[src/rtl/min_sched_if.sv]
// Request/operand/response bundle between the client engines, the shared min cell
// and the response consumer of min_sched.
interface min_sched_if #(
  parameter int NREQ = 4,
  parameter int W    = 8,
  parameter int IDW  = 2
);
  logic [NREQ-1:0]   req_valid;
  logic [NREQ*W-1:0] req_a;
  logic [NREQ*W-1:0] req_b;
  logic [NREQ-1:0]   req_ready;
  logic [W-1:0]      op_a;
  logic [W-1:0]      op_b;
  logic [W-1:0]      op_res;
  logic              rsp_valid;
  logic              rsp_ready;
  logic [IDW-1:0]    rsp_id;
  logic [W-1:0]      rsp_data;
  logic              busy;
  logic [15:0]       ops_done;

  modport slave (
    input  req_valid, req_a, req_b, op_res, rsp_ready,
    output req_ready, op_a, op_b, rsp_valid, rsp_id, rsp_data, busy, ops_done
  );

  modport master (
    output req_valid, req_a, req_b, op_res, rsp_ready,
    input  req_ready, op_a, op_b, rsp_valid, rsp_id, rsp_data, busy, ops_done
  );
endinterface

[src/rtl/min_sched.sv]
// Round-robin arbiter time-sharing one registered 2-input min cell among NREQ requesters;
// one operation in flight, result returned tagged with the owning requester ID.
module min_sched #(
  parameter int NREQ = 4,
  parameter int W    = 8,
  parameter int IDW  = 2
) (
  input logic        clk,
  input logic        rst,
  min_sched_if.slave bus
);

  typedef enum logic [1:0] {IDLE, ISSUE, WAIT, RESP} state_t;

  state_t         state_q, state_d;
  logic [IDW-1:0] ptr_q, ptr_d;
  logic [W-1:0]   op_a_q, op_a_d;
  logic [W-1:0]   op_b_q, op_b_d;
  logic [W-1:0]   rsp_data_q, rsp_data_d;
  logic [IDW-1:0] rsp_id_q, rsp_id_d;
  logic           rsp_valid_q, rsp_valid_d;
  logic [15:0]    ops_done_q, ops_done_d;

  logic           grant_vld;
  logic [IDW-1:0] grant_idx;

  // Search ptr+1, ptr+2, ... so the last granted requester has lowest priority next time.
  always_comb begin
    int             idx;
    logic [IDW-1:0] cand;
    idx       = 0;
    cand      = '0;
    grant_vld = 1'b0;
    grant_idx = '0;
    for (int k = 1; k <= NREQ; k++) begin
      idx  = (int'(ptr_q) + k) % NREQ;
      cand = IDW'(idx);
      if (!grant_vld && bus.req_valid[cand]) begin
        grant_vld = 1'b1;
        grant_idx = cand;
      end
    end
  end

  always_ff @(posedge clk) begin
    if (rst) begin
      state_q     <= IDLE;
      ptr_q       <= IDW'(NREQ - 1);
      op_a_q      <= '0;
      op_b_q      <= '0;
      rsp_data_q  <= '0;
      rsp_id_q    <= '0;
      rsp_valid_q <= 1'b0;
      ops_done_q  <= '0;
    end else begin
      state_q     <= state_d;
      ptr_q       <= ptr_d;
      op_a_q      <= op_a_d;
      op_b_q      <= op_b_d;
      rsp_data_q  <= rsp_data_d;
      rsp_id_q    <= rsp_id_d;
      rsp_valid_q <= rsp_valid_d;
      ops_done_q  <= ops_done_d;
    end
  end

  always_comb begin
    state_d     = state_q;
    ptr_d       = ptr_q;
    op_a_d      = op_a_q;
    op_b_d      = op_b_q;
    rsp_data_d  = rsp_data_q;
    rsp_id_d    = rsp_id_q;
    rsp_valid_d = rsp_valid_q;
    ops_done_d  = ops_done_q;
    unique case (state_q)
      IDLE: begin
        if (grant_vld) begin
          state_d  = ISSUE;
          ptr_d    = grant_idx;
          rsp_id_d = grant_idx;
          op_a_d   = bus.req_a[int'(grant_idx)*W +: W];
          op_b_d   = bus.req_b[int'(grant_idx)*W +: W];
        end
      end
      ISSUE: state_d = WAIT;
      // The cell sampled the operands at the end of ISSUE, so op_res is valid here.
      WAIT: begin
        state_d     = RESP;
        rsp_data_d  = bus.op_res;
        rsp_valid_d = 1'b1;
      end
      RESP: begin
        if (bus.rsp_ready) begin
          state_d     = IDLE;
          rsp_valid_d = 1'b0;
          ops_done_d  = ops_done_q + 16'd1;
        end
      end
      default: state_d = IDLE;
    endcase
  end

  always_comb begin
    bus.req_ready = '0;
    if (state_q == IDLE && grant_vld && !rst) begin
      bus.req_ready[grant_idx] = 1'b1;
    end
    bus.busy = (state_q != IDLE);
  end

  assign bus.op_a      = op_a_q;
  assign bus.op_b      = op_b_q;
  assign bus.rsp_valid = rsp_valid_q;
  assign bus.rsp_id    = rsp_id_q;
  assign bus.rsp_data  = rsp_data_q;
  assign bus.ops_done  = ops_done_q;

endmodule
[src/flat_wrapper.sv]
// flat-port wrapper written by rule: the top's interface ports become plain ports
module min_sched_flat 
#(
  parameter int NREQ = 4,
  parameter int W    = 8,
  parameter int IDW  = 2
)
  (clk, rst, bus_req_valid, bus_req_a, bus_req_b, bus_op_res, bus_rsp_ready, bus_req_ready, bus_op_a, bus_op_b, bus_rsp_valid, bus_rsp_id, bus_rsp_data, bus_busy, bus_ops_done);
  min_sched_if #(.NREQ(NREQ), .W(W), .IDW(IDW)) bus_i ();
  input logic clk;
  input logic rst;
  input wire logic [$bits(bus_i.req_valid)-1:0] bus_req_valid;
  input wire logic [$bits(bus_i.req_a)-1:0] bus_req_a;
  input wire logic [$bits(bus_i.req_b)-1:0] bus_req_b;
  input wire logic [$bits(bus_i.op_res)-1:0] bus_op_res;
  input wire logic [$bits(bus_i.rsp_ready)-1:0] bus_rsp_ready;
  output wire logic [$bits(bus_i.req_ready)-1:0] bus_req_ready;
  output wire logic [$bits(bus_i.op_a)-1:0] bus_op_a;
  output wire logic [$bits(bus_i.op_b)-1:0] bus_op_b;
  output wire logic [$bits(bus_i.rsp_valid)-1:0] bus_rsp_valid;
  output wire logic [$bits(bus_i.rsp_id)-1:0] bus_rsp_id;
  output wire logic [$bits(bus_i.rsp_data)-1:0] bus_rsp_data;
  output wire logic [$bits(bus_i.busy)-1:0] bus_busy;
  output wire logic [$bits(bus_i.ops_done)-1:0] bus_ops_done;
  assign bus_i.req_valid = bus_req_valid;
  assign bus_i.req_a = bus_req_a;
  assign bus_i.req_b = bus_req_b;
  assign bus_i.op_res = bus_op_res;
  assign bus_i.rsp_ready = bus_rsp_ready;
  assign bus_req_ready = bus_i.req_ready;
  assign bus_op_a = bus_i.op_a;
  assign bus_op_b = bus_i.op_b;
  assign bus_rsp_valid = bus_i.rsp_valid;
  assign bus_rsp_id = bus_i.rsp_id;
  assign bus_rsp_data = bus_i.rsp_data;
  assign bus_busy = bus_i.busy;
  assign bus_ops_done = bus_i.ops_done;
  min_sched #(.NREQ(NREQ), .W(W), .IDW(IDW)) u_core (.clk(clk), .rst(rst), .bus(bus_i));
endmodule
[config.mk]
export PLATFORM = sky130hd
export DESIGN_NAME = min_sched_flat
export DESIGN_NICKNAME = d
export VERILOG_FILES = /design/src/rtl/min_sched_if.sv /design/src/rtl/min_sched.sv /design/src/flat_wrapper.sv
export SDC_FILE = /design/constraint.sdc
export NUM_CORES = 1
export LEC_CHECK = 0
export CAP_MARGIN = 20
export CORE_MARGIN = 4
export CORE_UTILIZATION = 36
export DETAILED_ROUTE_END_ITERATION = 12
export GPL_TIMING_DRIVEN = 1
export PLACE_DENSITY_LB_ADDON = 0.1
export SYNTH_ARGS = -nofsm -noshare
export SYNTH_HDL_FRONTEND = slang
export SYNTH_SLANG_ARGS = --single-unit
[constraint.sdc]
create_clock -name clk -period 1.72 [get_ports clk]
set_clock_uncertainty 0.2 [all_clocks]
set_input_delay 0.258 -clock clk [delete_from_list [all_inputs] [get_ports clk]]
set_output_delay 0.258 -clock clk [all_outputs]
set_load 0.005 [all_outputs]
======== Yosys cells after proc, flatten, opt, wreduce, memory -nomap -nowiden ========
Cells that the tools add are included.
word-level totals
  output and inout port bits .............. 48
  logic and storage cells ................. 67
  flip-flop bits (word level) ............. 47
cells by class
  magnitude comparators ................... 6
  shifts and indexed selects .............. 2
  eq/ne operators ......................... 5
  multiplexer cells ....................... 24
  reduce and logical (&&, ||, !) cells .... 17
  add/sub/neg operators ................... 5
operators by type and width
  kind                                                                                 count
  32-bit by 6-bit indexed part select with 8-bit output                                2
  16-bit by 1-bit adder with 16-bit output, second input constant                      1
  2-bit by 3-bit less-than comparator with 1-bit output, second input constant         5
  2-bit two-way mux                                                                    6
  1-bit two-way mux                                                                    10
  1-bit binary-select mux with 2-bit select                                            4
  2-bit one-hot mux with 4 select lines                                                1
  2-bit AND reduction                                                                  4
  1-bit logical AND                                                                    6
  2-bit by 1-bit adder with 2-bit output, second input constant                        2
  2-bit adder, second input constant                                                   2
  2-bit equality test, second input constant                                           2
  1-bit zero test                                                                      4
  4-bit two-way mux                                                                    1
  2-bit nonzero test                                                                   2
  1-bit demux with 2-bit select                                                        1
  2-bit by 1-bit equality test with 1-bit output, second input constant                1
  2-bit by 1-bit greater-or-equal comparator with 1-bit output, second input constant  1
  2-bit zero test                                                                      1
  2-bit by 1-bit != test with 1-bit output, second input constant                      1
  2-bit != test, second input constant                                                 1
  1-bit one-hot mux with 2 select lines                                                1

======== Longest topological paths before layout ========
  word-level depth ........................ 18
  depth in mapped cells ................... 8
  depth with buffers taken out ............ 7

======== Worst setup path after synthesis ========
OpenSTA, ideal clock, no wires.
  kind .................................... input port to output port
  start point ............................. input port bus_req_valid[1]
  end point ............................... output port bus_req_ready[3]
  buffers on the path ..................... 2
  slack ................................... -0.118 ns
  stages on the path ...................... 7
  arrival time ............................ 1.380 ns
  data required time ...................... 1.262 ns
  cell sequence ........................... buf_4 -> nor2_1 -> nand2_1 -> nand2_1 -> buf_2 -> nor2_1 -> and3_1
on the way
  cells in the longest elaborated chain, start to end .. 17
  elaborated cells between the ends (all ways) .. 30
RTL lines
  item                                                                                                                                                                RTL line            source
  from (decl)                                                                                                                                                         flat_wrapper.sv:12  input wire logic [$bits(bus_i.req_valid)-1:0] bus_req_valid;
  1-bit binary-select mux with 2-bit select                                                                                                                           min_sched.sv:38     if (!grant_vld && bus.req_valid[cand]) begin
  1-bit two-way mux (not written as such)                                                                                                                             min_sched.sv:38
  1-bit two-way mux                                                                                                                                                   min_sched.sv:38
  1-bit zero test                                                                                                                                                     min_sched.sv:38
  1-bit logical AND                                                                                                                                                   min_sched.sv:38
  1-bit two-way mux                                                                                                                                                   min_sched.sv:38
  1-bit zero test                                                                                                                                                     min_sched.sv:38
  1-bit logical AND                                                                                                                                                   min_sched.sv:38
  1-bit two-way mux                                                                                                                                                   min_sched.sv:38
  1-bit zero test                                                                                                                                                     min_sched.sv:38
  1-bit logical AND                                                                                                                                                   min_sched.sv:38
  2-bit two-way mux                                                                                                                                                   min_sched.sv:38
  2-bit by 3-bit less-than comparator with 1-bit output (not written as such) / 2-bit by 1-bit greater-or-equal comparator with 1-bit output (equally long branches)  min_sched.sv:107    bus.req_ready[grant_idx] = 1'b1;
  1-bit logical AND (not written as such)                                                                                                                             min_sched.sv:107
  1-bit two-way mux (not written as such)                                                                                                                             min_sched.sv:107
  1-bit demux with 2-bit select                                                                                                                                       -
  4-bit two-way mux (*)                                                                                                                                               min_sched.sv:106    if (state_q == IDLE && grant_vld && !rst) begin
  to (decl)                                                                                                                                                           flat_wrapper.sv:17  output wire logic [$bits(bus_i.req_ready)-1:0] bus_req_ready;
Mark *: on every way between the ends. The rest lies on a longest branch, timed or not. The select of a mux whose other input is x is not followed.

======== Final worst setup path ========
  start point ............................. register u_core.ptr_q[0]
  end point ............................... output port bus_req_ready[1]
on the way
  cells in the longest elaborated chain, start to end .. 18
  elaborated cells between the ends (all ways) .. 34
RTL lines
  item                                                                                                                                                                RTL line          source
  from (decl)                                                                                                                                                         min_sched.sv:16   logic [IDW-1:0] ptr_q, ptr_d;
  from (signal assigned)                                                                                                                                              min_sched.sv:48   ptr_q <= IDW'(NREQ - 1);
  from (signal assigned)                                                                                                                                              min_sched.sv:57   ptr_q <= ptr_d;
  2-bit by 1-bit adder with 2-bit output                                                                                                                              min_sched.sv:36   idx = (int'(ptr_q) + k) % NREQ;
  1-bit binary-select mux with 2-bit select                                                                                                                           min_sched.sv:38
  1-bit two-way mux (not written as such)                                                                                                                             min_sched.sv:38
  1-bit two-way mux                                                                                                                                                   min_sched.sv:38
  1-bit zero test                                                                                                                                                     min_sched.sv:38
  1-bit logical AND                                                                                                                                                   min_sched.sv:38
  1-bit two-way mux                                                                                                                                                   min_sched.sv:38
  1-bit zero test                                                                                                                                                     min_sched.sv:38
  (+2 left out)                                                                                                                                                       -
  1-bit zero test                                                                                                                                                     min_sched.sv:38
  1-bit logical AND                                                                                                                                                   min_sched.sv:38
  2-bit two-way mux                                                                                                                                                   min_sched.sv:38
  2-bit by 3-bit less-than comparator with 1-bit output (not written as such) / 2-bit by 1-bit greater-or-equal comparator with 1-bit output (equally long branches)  min_sched.sv:107
  1-bit logical AND (not written as such)                                                                                                                             min_sched.sv:107
  1-bit two-way mux (not written as such)                                                                                                                             min_sched.sv:107
  1-bit demux with 2-bit select                                                                                                                                       -
  4-bit two-way mux (*)                                                                                                                                               min_sched.sv:106
Marked as above.

==> results.md <==
- Run status: complete, but fails checks
- Violated checks: setup timing
- Peak supply drop: 0.5317 mV
- Maximum clock rate: 534.8 MHz
- Simple-Gate Fraction of Synth Area: 26.55%
- Leakage power: about 0.0017 uW
- Clock root cell: clkbuf_8
- DRT iter0 DRCs: 62
- Vias in the first global route: 2679
- Pins Over Slew Limit: 0
- CTS buffer count: 5
- Drt pass-1 iters: 4
- Final #Nets: 533
- Buffers on Ports: approximately 130
- Synth Area in XOR/XNOR: 5.201%
- Top-count cell post-synth: nor2_1
- Core area: 0.006794 mm^2
- Synthesis-to-layout area growth: 76.52%
- Hold path cells: 4
- CTS clock-pin slew for the worst setup and hold paths: about 90 ps
- Post-synth EDFFs: 0
- CTS H-tree lvls: 2
- Fraction of synthesis flops using an asynchronous set or reset pin: 0%
- Final WS setup: -149.8 ps
- WP data required: 1260 ps
- Yosys Warn Count: 0
- Min Clock Period, post-route: 1870 ps
- Net Count, Synth: 379
- Dpl cells: 533
- CP Launch Type: register
- CP max FO: 5
- Share of Yosys cell area claimed by the top area cell type: 37.25%
- Worst Setup End Kind: primary output
- Synth Area in Compound Gates: 19.61%
- DRT antenna net count: 0
- R2R Path End: u_core.bus.op_b[0]
- HP Start: rst
- Synthesized instance count: 295
- Fin cells: about 550
- Clock Latency Late Sink: 300 ps
- CTS tree: yes
- CP Class: register to primary output
- Vias per inst: 5.000
- # rows: 30
- Slew of the pin with the lowest slew margin: 479.9 ps
- Largest cells by area after synthesis: dfxtp_1 37%, nor2_1 8.9%, a221oi_2 5.3%
- Hold endpoint: u_core.bus.op_b[0]
- Crit share post-route: 108.7%
- CTS Buffer Depth: 2
- GRT Util Overall: 18.47%
- N_diodes: 0
- Biggest area consumer among synthesized cells: dfxtp_1
- Hold_buf cts: 0
- Die Span Y: ~90 um
- R2r setup slk: -150 ps
- Crit path max-delay cell type: dfxtp_4
- PwrDens: 1224 mW/mm^2
- Initial antenna violation count: 0
- Largest stage delay, worst path: 380 ps
- Initial Util: 37.18%
- Pin count of the biggest net entering global routing: 46
- Min-delay worst type: input port to register
- Synth Cell Area: 0.002526 mm^2
- Synth cell types: 42
- Unrepaired setup endpoints after global routing: yes
- Num Clock Sinks: 47
- Full die area: around 0.0084 mm^2
- RePlAce Congestion: roughly 0.83
- Adder-Cell Fraction of Synth Area: 2.476%
- Largest family of logic cells by synthesized area: simple AND/OR/NAND/NOR gates
- Final setup violation count: 22
- Fin. Hold Viols: 0
- Ys flop type: dfxtp_1
- # Max-Cap Violations: 0
- Register area share after synthesis: 37.25%
- Max-slew headroom at the worst pin: between 60% and 70%
- Worst-case reg-to-reg path depth: 7
- Mux cell area share after synthesis: 3.170%
- Avg WL per Cell: around 15 um
- DRT Wirelength: 8005 um
- Drt drc: 0
- Synthesis-stage register bit count: 47
- Die width: 91.77 um
- DR vias: about 2700
- Total grt overflow: 0
- I/O pin count: 127
- First-pass GRT wire length: 12600 um
- TNS Setup: -2552 ps
- Crit-path cells: nor2b_4, nor2_2, o311a_4, and2_4, buf_6
- Reg-to-reg startpoint: u_core.ptr_q[0]
- DPL Wire Length: 5903 um
- CP Data Arrival Time: 1410 ps
- Top post-synthesis cells by count: 60 x nor2_1, 47 x dfxtp_1, 20 x nand3_1
- Average cell area after synthesis: 8.563 um^2
- Share of cells above drive strength 1: 28.22%
- Core Util, Final: 65.64%
## state kept, by name, summed over array words and instances (netlist names)
name	flops
u_core.state_q	2
u_core.bus.rsp_valid	1
u_core.ptr_q	2
u_core.bus.op_a	8
u_core.bus.ops_done	16
u_core.bus.rsp_id	2
u_core.bus.rsp_data	8
u_core.bus.op_b	8
## per-layer routing
metal,vias up,share of wire (%),global-route usage [%]
met5,-,0,0
met4,0,1.4,5.198
met3,9,9.8,8.203
met2,89,48,30.55
met1,1270,41,21.64
li1,1362,-,-
## layout by cell type, fill, tap and decap left out, drive strengths merged, types with 6 or more instances in the layout
cell type      Yosys  final
a21oi              8      8
a221oi            13     13
a311oi            13     13
and3               6      6
buf               11     48
clkdlybuf4s50      0    112
dfxtp             47     47
dlygate4sd2        0      6
inv                8      8
mux2i              8      8
nand2             18     18
nand3             20     20
nand3b            13     13
nor2              60     60
xor2              14     14
## where the power goes
part | total, uW | leakage [uW] | internal, uW | switching (uW)
logic | 3190 | 0.00132 | 1740 | 1450
clock network | 676 | 0.0000402 | 283 | 392
registers | 1600 | 0.000391 | 1400 | 195
total | 5460 | 0.00175 | 3420 | 2040
## cell type report
| type | instances | area (um^2) |
|---|---|---|
| multi-input combinational | 219 | 1642 |
| inverter | 8 | 30.03 |
| tap | 96 | 120.1 |
| clock inverter | 3 | 20.02 |
| clock buffer | 5 | 68.82 |
| sequential | 47 | 963.4 |
| timing repair buffer | 168 | 1615 |
| fill | 588 | 2335 |
## cells by family after synthesis
group	count (synthesis)
buffers and inverters	29
DFF	47
xor gates and xnor gates	15
adders and majority gates	5
AOI/OAI and AO/OA	54
muxes	8
and+or+nand+nor	137
## worst max path at each step
stage / endpoint / slack [ps] / depth (start not counted) / from
2_1_floorplan: u_core.bus.op_a[1] / -50 / 7 / u_core.ptr_q[1]
3_3_place_gp: bus_req_ready[1] / -660 / 6 / bus_req_valid[3]
3_5_place_dp: bus_req_ready[1] / -670 / 6 / bus_req_valid[3]
4_1_cts: bus_req_ready[1] / -160 / 5 / u_core.ptr_q[0]
5_1_grt: bus_req_ready[1] / -210 / 5 / u_core.ptr_q[0]
6_report: bus_req_ready[1] / -150 / 5 / u_core.ptr_q[0]
## critical path, delay by kind of cell (launching register included)
kind / cells / cell delay, ps
compound gates: 1 / 300
buf+inv: 1 / 110
flops: 1 / 380
simple gates: 3 / 310
## repair_timing
item,in CTS,in global routing
setup endpoints to repair,41,47
setup buffers,2,3
pin swaps,11,12
gates resized for setup,68,29
## metrics by stage
stage               power [uW]  hold slack, ps  setup slack [ps]  cell area, um^2
finish                    5459           207.6            -149.8             4459
global route              5860           199.6            -213.5             4459
CTS                       5380           190.0            -158.8             4327
detailed placement        4493           247.1            -672.6             4120
global placement          4465           247.6            -661.3             4120
floorplan                 3072           205.6            -45.49             2555
Power figures use the tool's default switching activity.
